===== src/rtl/pbuf_pkg.sv =====
// pbuf_pkg: shared defaults, widths and helpers for the multi-bank input buffer.
package pbuf_pkg;
    localparam int DEF_DATA_W    = 16;
    localparam int DEF_DEPTH     = 8;
    localparam int DEF_NUM_BANKS = 2;
    localparam int BANK_W        = $clog2(DEF_NUM_BANKS);
    localparam int PTR_W         = $clog2(DEF_DEPTH);

    typedef logic [DEF_DATA_W-1:0] word_t;

    function automatic int wrap_inc(input int v, input int n);
        return (v == n - 1) ? 0 : v + 1;
    endfunction
endpackage


===== src/rtl/buffer_bank.sv =====
// buffer_bank: one DEPTH x DATA_W storage array with a registered read port.
module buffer_bank
    import pbuf_pkg::*;
#(
    parameter int DATA_W = DEF_DATA_W,
    parameter int DEPTH  = DEF_DEPTH,
    parameter int PW     = $clog2(DEPTH)
) (
    input  logic              clk,
    input  logic              rst,
    input  logic              we_i,
    input  logic [PW-1:0]     waddr_i,
    input  logic [DATA_W-1:0] wdata_i,
    input  logic              re_i,
    input  logic [PW-1:0]     raddr_i,
    output logic [DATA_W-1:0] rdata_o
);
    logic [DATA_W-1:0] mem_q [DEPTH];
    logic [DATA_W-1:0] rdata_q;

    always_ff @(posedge clk) begin
        if (we_i) mem_q[waddr_i] <= wdata_i;
    end

    always_ff @(posedge clk) begin
        if (rst) rdata_q <= '0;
        else if (re_i) rdata_q <= mem_q[raddr_i];
    end

    assign rdata_o = rdata_q;
endmodule


===== src/rtl/multi_bank_buffer.sv =====
// multi_bank_buffer: N-bank round-robin capture buffer with back-pressure and overflow flag.
// Optional partial-bank flush via the PBUF_FLUSH_EN macro.
module multi_bank_buffer
    import pbuf_pkg::*;
#(
    parameter int DATA_W    = DEF_DATA_W,
    parameter int DEPTH     = DEF_DEPTH,
    parameter int NUM_BANKS = DEF_NUM_BANKS,
    localparam int BW       = $clog2(NUM_BANKS),
    localparam int PW       = $clog2(DEPTH)
) (
    input  logic                 Clk,
    input  logic                 Rst,
    input  logic                 CLR,
`ifdef PBUF_FLUSH_EN
    input  logic                 flush,
`endif
    input  logic                 EN,
    input  logic [DATA_W-1:0]    dataIn,
    output logic                 wr_ready,
    input  logic                 RD,
    output logic                 rd_avail,
    output logic [DATA_W-1:0]    dataOut,
    output logic                 rd_valid,
    output logic                 rd_last,
    output logic [BW-1:0]        wr_bank,
    output logic [BW-1:0]        rd_bank,
    output logic [NUM_BANKS-1:0] FULL,
    output logic                 overflow
);
    logic [PW-1:0]        wr_ptr_q, wr_ptr_d, rd_ptr_q, rd_ptr_d;
    logic [BW-1:0]        wr_bank_q, wr_bank_d, rd_bank_q, rd_bank_d, rd_sel_q;
    logic [NUM_BANKS-1:0] full_q, full_d;
    logic                 ovf_q, ovf_d, rd_valid_q, rd_last_q;
    logic                 live, wr_acc, rd_acc, wr_close, rd_end;
    logic [DATA_W-1:0]    bank_rdata [NUM_BANKS];

    assign live     = !(Rst || CLR);
    assign wr_ready = !full_q[wr_bank_q];
    assign rd_avail = full_q[rd_bank_q];
    assign wr_acc   = live && EN && wr_ready;
    assign rd_acc   = live && RD && rd_avail;

`ifdef PBUF_FLUSH_EN
    // Per-bank word count; banks closed by a flush drain early.
    logic [PW:0] len_q [NUM_BANKS];
    logic [PW:0] wr_cnt;
    assign wr_cnt   = {1'b0, wr_ptr_q} + (PW+1)'(wr_acc);
    assign wr_close = (wr_acc && wr_ptr_q == PW'(DEPTH - 1)) || (live && flush && wr_ptr_q != '0);
    assign rd_end   = rd_acc && ({1'b0, rd_ptr_q} == len_q[rd_bank_q] - 1'b1);
    always_ff @(posedge Clk) begin
        if (wr_close) len_q[wr_bank_q] <= wr_cnt;
    end
`else
    assign wr_close = wr_acc && wr_ptr_q == PW'(DEPTH - 1);
    assign rd_end   = rd_acc && rd_ptr_q == PW'(DEPTH - 1);
`endif

    // Writer only touches !FULL banks and reader only FULL ones, so both updates can apply.
    always_comb begin
        full_d    = full_q;
        wr_ptr_d  = wr_acc ? wr_ptr_q + 1'b1 : wr_ptr_q;
        wr_bank_d = wr_bank_q;
        rd_ptr_d  = rd_acc ? rd_ptr_q + 1'b1 : rd_ptr_q;
        rd_bank_d = rd_bank_q;
        ovf_d     = ovf_q || (EN && !wr_ready);
        if (wr_close) begin
            full_d[wr_bank_q] = 1'b1;
            wr_ptr_d          = '0;
            wr_bank_d         = BW'(wrap_inc(int'(wr_bank_q), NUM_BANKS));
        end
        if (rd_end) begin
            full_d[rd_bank_q] = 1'b0;
            rd_ptr_d          = '0;
            rd_bank_d         = BW'(wrap_inc(int'(rd_bank_q), NUM_BANKS));
        end
    end

    always_ff @(posedge Clk) begin
        if (!live) begin
            wr_ptr_q   <= '0;
            rd_ptr_q   <= '0;
            wr_bank_q  <= '0;
            rd_bank_q  <= '0;
            full_q     <= '0;
            ovf_q      <= 1'b0;
            rd_valid_q <= 1'b0;
            rd_last_q  <= 1'b0;
        end else begin
            wr_ptr_q   <= wr_ptr_d;
            rd_ptr_q   <= rd_ptr_d;
            wr_bank_q  <= wr_bank_d;
            rd_bank_q  <= rd_bank_d;
            full_q     <= full_d;
            ovf_q      <= ovf_d;
            rd_valid_q <= rd_acc;
            rd_last_q  <= rd_end;
        end
    end

    // Remembers which bank produced dataOut; CLR leaves it so dataOut holds.
    always_ff @(posedge Clk) begin
        if (Rst) rd_sel_q <= '0;
        else if (rd_acc) rd_sel_q <= rd_bank_q;
    end

    for (genvar b = 0; b < NUM_BANKS; b++) begin : g_bank
        buffer_bank #(.DATA_W(DATA_W), .DEPTH(DEPTH), .PW(PW)) u_bank (
            .clk     (Clk),
            .rst     (Rst),
            .we_i    (wr_acc && wr_bank_q == BW'(b)),
            .waddr_i (wr_ptr_q),
            .wdata_i (dataIn),
            .re_i    (rd_acc && rd_bank_q == BW'(b)),
            .raddr_i (rd_ptr_q),
            .rdata_o (bank_rdata[b])
        );
    end

    assign dataOut  = bank_rdata[rd_sel_q];
    assign rd_valid = rd_valid_q;
    assign rd_last  = rd_last_q;
    assign wr_bank  = wr_bank_q;
    assign rd_bank  = rd_bank_q;
    assign FULL     = full_q;
    assign overflow = ovf_q;
endmodule


===== config.mk =====
export PLATFORM = sky130hd
export DESIGN_NAME = multi_bank_buffer
export DESIGN_NICKNAME = d
export VERILOG_FILES = /design/src/rtl/pbuf_pkg.sv /design/src/rtl/buffer_bank.sv /design/src/rtl/multi_bank_buffer.sv
export SDC_FILE = /design/constraint.sdc
export NUM_CORES = 1
export LEC_CHECK = 0
export CAP_MARGIN = 20
export CORE_AREA = 2 2 137 139
export DETAILED_ROUTE_END_ITERATION = 7
export DIE_AREA = 0 0 139 141
export GPL_TIMING_DRIVEN = 0
export MAX_ROUTING_LAYER = met4
export PLACE_DENSITY = 0.84
export SLEW_MARGIN = 0
export SYNTH_ARGS = -nofsm -noshare
export SYNTH_HDL_FRONTEND = slang
export SYNTH_SLANG_ARGS = --single-unit

===== constraint.sdc =====
create_clock -name Clk -period 7.2 [get_ports Clk]
set_input_delay 1.08 -clock Clk [delete_from_list [all_inputs] [get_ports Clk]]
set_output_delay 1.08 -clock Clk [all_outputs]
set_load 0.03 [all_outputs]

==> qor.yml, run 1 <==
power_and_ir_drop:
  p_int_mw: 2.73
  seqPwrFrac_pct: 56.4
  power.share.clock_pct: 42.1
  swShare_pct: 19.0
  ir_drop_uv: 232
  power_frac_comb_pct: 1.5
  power.leakage_nw: 4.17
  p_sw_mw: 0.639
  pwr_density_cell_mw_per_mm2: 251
routing:
  first_iter_violations: 831
  vias: 6458
  vias_per_cell: 6.52
  wirelength_um: 25700
  wl_per_cell_um: 25.9
  postRouteAntennaNets: 0
  detail_route.first_pass.iterations: 6
  drc: 0
placement:
  placed_cell_area_mm2: 0.0125
  portBuffers: 44
  gp_congestion: 0.874
  dpl.hpwl_um: 16200
finish:
  final_common_cell: "edfxtp_1"
  final_nets: 761
  fillers: 1077
  utilization_pct: 73.4
  design_area_mm2: 0.0134
  final_cell_mix: "edfxtp_1, mux2i_1, a22oi_1, dfxtp_1, clkdlybuf4s50_1"
  drive_gt1_share_pct: 15.9
  area_growth_pct: 15.2
min_path:
  min_path_type: "register to register"
  whs_path_depth: 1
logic_synthesis:
  synth_seq_area_share_pct: 73.9
  synth.avg_cell_area_um2: 17.8
  async_flop_share_pct: 0
  yosys_warnings: 0
  syn-cell-area_mm2: 0.0116
  yosys_register_bits: 302
  netlist_instances: 655
  syn_nets: 680
  synth_edf_count: 256
  synth_cell_type_count: 39
  postSynth.topFlopCell: "edfxtp_1"
setup_path:
  required_ps: 6120
  path_max_fanout: 10
  criticalPathCategory: "register to primary output"
  cpLargestDelayFamily: "buffers and inverters"
  crit_chain: "clkbuf_1, buf_1, mux2_2, clkdlybuf4s50_1"
  cpPeakStageDelay_ps: 600
  worst-path-buf-inv: 3
  critPathLaunchType: "register"
  path_depth: 4
  crit_arrival_ps: 2800
  slowest_stage: "clkdlybuf4s50_1"
  reg2regPathDepth: 3
  endpoint_kind: "primary output"
die:
  io_pins: 46
  start_util_pct: 63.7
  fp.dieArea_mm2: 0.0196
  core_mm2: 0.0183
  die_x_um: 139
  std_cell_rows: 50
  dieHeight_um: 141
global_routing:
  track_usage_pct: 26.8
  grt_pass1_vias: 6469
  grt_max_degree: 17
  overflow: 0
  grt_first_pass_wirelength_um: 38300
  antenna_found_initial: 1
sta:
  worst_pin_slew_ps: 1000
  final-setup-viol-count: 0
  tns_ps: 0
  finalCriticalPeriod_ps: 3880
  clock.fmax_mhz: 258
  period_share_pct: 53.9
  rsz0062_at_grt: "no"
  hold_viol: 0
  slew_violations: 0
  clock_skew_ps: 9.33
  max_slew_margin_pct: 33.0
clock_network:
  cts_buffer_depth: 3
  cts_tree: "yes"
  path_clk_slew_ps: 60
  cts_setup_buffers: 0
  root_buffer: "clkbuf_16"
  cts_htree_levels: 1
  cts_sinks: 302
  numCtsBuffers: 28
  postCtsHoldBufs: 0
  clkLatencyLatePin_ps: 530
  cts_resized: 0
status:
  outcome: "completed"
flow_run:
  maxCapViolations: 0
==> synth_stat cells (all sizes together), types with 3 or more instances <==
| cell type | count | area (um^2) |
|---|---|---|
| edfxtp | 256 | 7690 |
| mux2i | 97 | 971 |
| a22oi | 47 | 353 |
| dfxtp | 46 | 921 |
| a32o | 31 | 310 |
| buf | 26 | 166 |
| nor2 | 19 | 71.3 |
| nand2b | 18 | 113 |
| mux2 | 17 | 191 |
| mux4 | 16 | 360 |
| clkbuf | 14 | 52.6 |
| a21oi | 9 | 45.0 |
| nor3 | 8 | 45.0 |
| inv | 6 | 22.5 |
| o21ai | 6 | 30.0 |
| ha | 4 | 50.1 |
| nand2 | 4 | 15.0 |
| or4 | 4 | 33.8 |
| nand4 | 3 | 18.8 |
| nor3b | 3 | 22.5 |
==> area by class of cell <==
class / count / area (um^2) / share of cell area, %
clock buffer: 38 / 769 / 5.74
timing repair buffer: 51 / 542 / 4.04
buffer: 40 / 219 / 1.63
tap: 234 / 293 / 2.18
inverter: 6 / 22.5 / 0.168
sequential: 302 / 8610 / 64.2
clock inverter: 12 / 110 / 0.821
antenna: 1 / 2.50 / 0.0187
multi-input combinational: 307 / 2840 / 21.2
==> worst register-to-register path: cells and delay by family, from the launching register on <==
kind / cells / cell delay [ps]
buffers and inverters: 1 / 430
and+or+nand+nor: 2 / 1160
DFF: 1 / 340
==> worst paths after layout <==
kind                                             startpoint                      endpoint  slack (ps)
worst max-delay path                               rd_sel_q                   dataOut[10]        3320
worst min-delay path            g_bank[0].u_bank.rdata_o[2]   g_bank[0].u_bank.rdata_o[2]         460
worst max register to register                  wr_ptr_q[0]  g_bank[1].u_bank.mem_q[7][9]        4870
worst min register to register  g_bank[0].u_bank.rdata_o[2]   g_bank[0].u_bank.rdata_o[2]         460
==> per-stage QoR <==
step / power (mW) / instances / hold WS (ps) / setup slack, ps
4_1_cts: 3.37 / 990 / 468 / 3370
3_5_place_dp: 1.98 / 940 / 453 / 3420
2_1_floorplan: 1.95 / 655 / 436 / 3830
3_3_place_gp: 1.98 / 933 / 452 / 2320
6_report: 3.37 / 991 / 465 / 3320
5_1_grt: 3.44 / 991 / 483 / 3250
==> layer usage <==
| metal | wire [um] | vias up | global-route usage [%] |
|---|---|---|---|
| met2 | 13000 | 334 | 44.3 |
| li1 | - | 2808 | - |
| met3 | 1970 | 78 | 3.91 |
| met4 | 801 | 0 | 9.20 |
| met5 | 0 | - | - |
| met1 | 9900 | 3238 | 35.0 |
==> power groups by stage <==
stage | logic, mW | registers [mW] | clock network [mW]
after detailed placement | 0.0488 | 1.94 | 0
after global placement | 0.0441 | 1.94 | 0
after global routing | 0.0535 | 1.90 | 1.49
after CTS | 0.0493 | 1.90 | 1.43
final | 0.0505 | 1.90 | 1.42
after floorplan | 0.0111 | 1.94 | 0
==> registers in the layout, indices dropped and copies added (netlist names) <==
signal / cells
overflow: 1
rd_last: 1
wr_ptr_q: 3
rd_valid: 1
rd_sel_q: 1
FULL: 2
rd_ptr_q: 3
rd_bank: 1
g_bank.u_bank.mem_q: 256
g_bank.u_bank.rdata_o: 32
wr_bank: 1
==> kinds of logic (layout without fill, tap and decap cells) <==
family	count (synthesis)	count (layout)	share of synthesized area, %
AOI/OAI and AO/OA	99	99	6.75
adders and majority gates	4	4	0.430
other	0	1	0
and+or+nand+nor	74	74	3.73
DFF	302	302	73.9
muxes	130	130	13.1
buffers and inverters	46	147	2.07
(Power assumes the default switching activity.)
==> run 2: changes to the inputs <==
--- a/config.mk
+++ b/config.mk
@@ -6,12 +6,12 @@
 export NUM_CORES = 1
 export LEC_CHECK = 0
 export CAP_MARGIN = 20
-export CORE_AREA = 2 2 137 139
+export CORE_AREA = 2 2 143 145
 export DETAILED_ROUTE_END_ITERATION = 7
-export DIE_AREA = 0 0 139 141
+export DIE_AREA = 0 0 145 147
 export GPL_TIMING_DRIVEN = 0
 export MAX_ROUTING_LAYER = met4
-export PLACE_DENSITY = 0.84
+export PLACE_DENSITY = 0.78
 export SLEW_MARGIN = 0
 export SYNTH_ARGS = -nofsm -noshare
 export SYNTH_HDL_FRONTEND = slang
==> constraint.sdc (replaced) <==
create_clock -name Clk -period 3.63 [get_ports Clk]
set_input_delay 0.5445 -clock Clk [delete_from_list [all_inputs] [get_ports Clk]]
set_output_delay 0.5445 -clock Clk [all_outputs]
set_load 0.03 [all_outputs]
==> run 2 against run 1 <==
Clock power grew 100%. Non-clock buffer count rose by 4. Die area is 8.8% higher. Hold slack got worse by 71 ps. Via count fell by 1.7%. Global-route usage fell by 2.1 points. Power grew 99%. Sequential share of layout area shrank 0.61 points. Critical path depth is the same. Critical endpoint unchanged. Largest cell class unchanged. Largest power group unchanged.
==> qor.yml, run 2 (same netlist as run 1, synthesis figures left out) <==
finish:
  antenna_cells: 0
  fillers: 1275
  drive_gt1_share_pct: 16.9
  final_cell_mix: "edfxtp_1, mux2i_1, a22oi_1, dfxtp_1, clkdlybuf4s50_1"
  top_register: "g_bank.u_bank.mem_q"
  final_nets: 766
  final_common_cell: "edfxtp_1"
  largest_reg_flops: 256
  area_growth_pct: 16.3
setup_path:
  regToRegSetupSlack_ps: 1340
  crit_arrival_ps: 2850
  path_max_fanout: 10
  critPathLaunchType: "register"
  setup.worst_path.start: "rd_sel_q"
  reg2reg_to: "g_bank[1].u_bank.rdata_o[13]"
  reg2regPathDepth: 5
  rr_startpoint: "rd_ptr_q[2]"
  criticalPathCategory: "register to primary output"
  endpoint_kind: "primary output"
  crit_path_end: "dataOut[10]"
  required_ps: 3090
clock_network:
  cts_buffer_depth: 3
  cts_resized: 0
  root_buffer: "clkbuf_16"
  cts_sinks: 302
  path_clk_slew_ps: 60
  cts_setup_buffers: 0
  postCtsHoldBufs: 0
  cts_tree: "yes"
  clkLatencyLatePin_ps: 540
  numCtsBuffers: 29
  cts_htree_levels: 1
min_path:
  min_path_type: "input port to register"
routing:
  detail_route.first_pass.iterations: 5
  wirelength_um: 25700
  routed.top_layer: "met4"
  vias: 6351
  first_iter_violations: 775
  m1WireLength_um: 10600
  met3_length_um: 1520
  wl_per_cell_um: 24.9
  postRouteAntennaNets: 0
  routed-wl-met2_um: 13100
  vias_per_cell: 6.15
  drc: 0
sta:
  clock_skew_ps: 13.8
  period_share_pct: 93.6
  hold_viol: 0
  finalCriticalPeriod_ps: 3400
  max_slew_margin_pct: 31.0
  final-setup-viol-count: 0
  clock.fmax_mhz: 294
  worst_pin_slew_ps: 1030
  hold_ws_ps: 394
  slew_violations: 0
  fin_ws_ps: 233
  tns_ps: 0
  rsz0062_at_grt: "no"
global_routing:
  overflow: 0
  track_usage_pct: 24.8
  grt_pass1_vias: 6511
  grt_max_degree: 17
  antenna_found_initial: 0
  grt_first_pass_wirelength_um: 38500
placement:
  gp_congestion: 0.880
  dpl.hpwl_um: 17200
  portBuffers: 44
  pre_cts_ws_ps: 177
die:
  start_util_pct: 58.7
  core_mm2: 0.0198
  std_cell_rows: 52
  die_x_um: 145
  io_pins: 46
  dieHeight_um: 147
  fp.dieArea_mm2: 0.0213
power_and_ir_drop:
  ir_drop_uv: 561
  finalPower_mw: 6.71
  power.leakage_nw: 4.23
  pwr_density_cell_mw_per_mm2: 496
flow_run:
  maxCapViolations: 0
status:
  outcome: "completed"
==> run 2: worst max-delay path, cell delays in order, from the launching register on <==
cell and delay, ps:
dfxtp_1 310, clkbuf_1 410, buf_1 560, mux2_2 430
clkdlybuf4s50_1 610
==> run 2: worst min-delay path by stage <==
stage                           startpoint  slack, ps  depth (start not counted)                          end
2_1_floorplan  g_bank[1].u_bank.rdata_o[0]        440                          1  g_bank[1].u_bank.rdata_o[0]
3_3_place_gp   g_bank[1].u_bank.rdata_o[1]        440                          1  g_bank[1].u_bank.rdata_o[1]
3_5_place_dp   g_bank[1].u_bank.rdata_o[5]        470                          1  g_bank[1].u_bank.rdata_o[5]
4_1_cts                                Rst        370                          4                  rd_ptr_q[1]
5_1_grt                                Rst        400                          4                  rd_ptr_q[1]
6_report                               Rst        390                          4                  rd_ptr_q[1]
==> run 2: per-layer routing <==
layer  global-route usage [%]  vias up
met5                        -        -
met4                     5.40        0
met3                     3.42       46
met2                     42.0      252
met1                     32.6     3232
li1                         -     2821
==> run 2: area by class of cell <==
class / count / area [um^2] / area share, %
Sequential cell: 302 / 8610 / 63.6
Multi-Input combinational cell: 307 / 2840 / 21.0
Clock buffer: 46 / 880 / 6.50
Timing Repair Buffer: 55 / 591 / 4.36
Tap cell: 270 / 338 / 2.50
Buffer: 40 / 219 / 1.62
Clock inverter: 7 / 36.3 / 0.268
Inverter: 6 / 22.5 / 0.166
==> run 2: metrics by stage <==
stage | utilization, % | std cells | cell area, um^2
global route | 68.2 | 1033 | 13500
global placement | 62.6 | 969 | 12400
floorplan | - | 655 | 11600
detailed placement | 63.6 | 980 | 12600
CTS | 68.2 | 1033 | 13500
finish | 68.2 | 1033 | 13500
==> run 2: where the power goes <==
part | total (mW) | switching (mW) | internal (mW)
Sequential | 3.77 | 0.00162 | 3.76
Combinational | 0.0991 | 0.0707 | 0.0284
Clock | 2.85 | 1.20 | 1.65
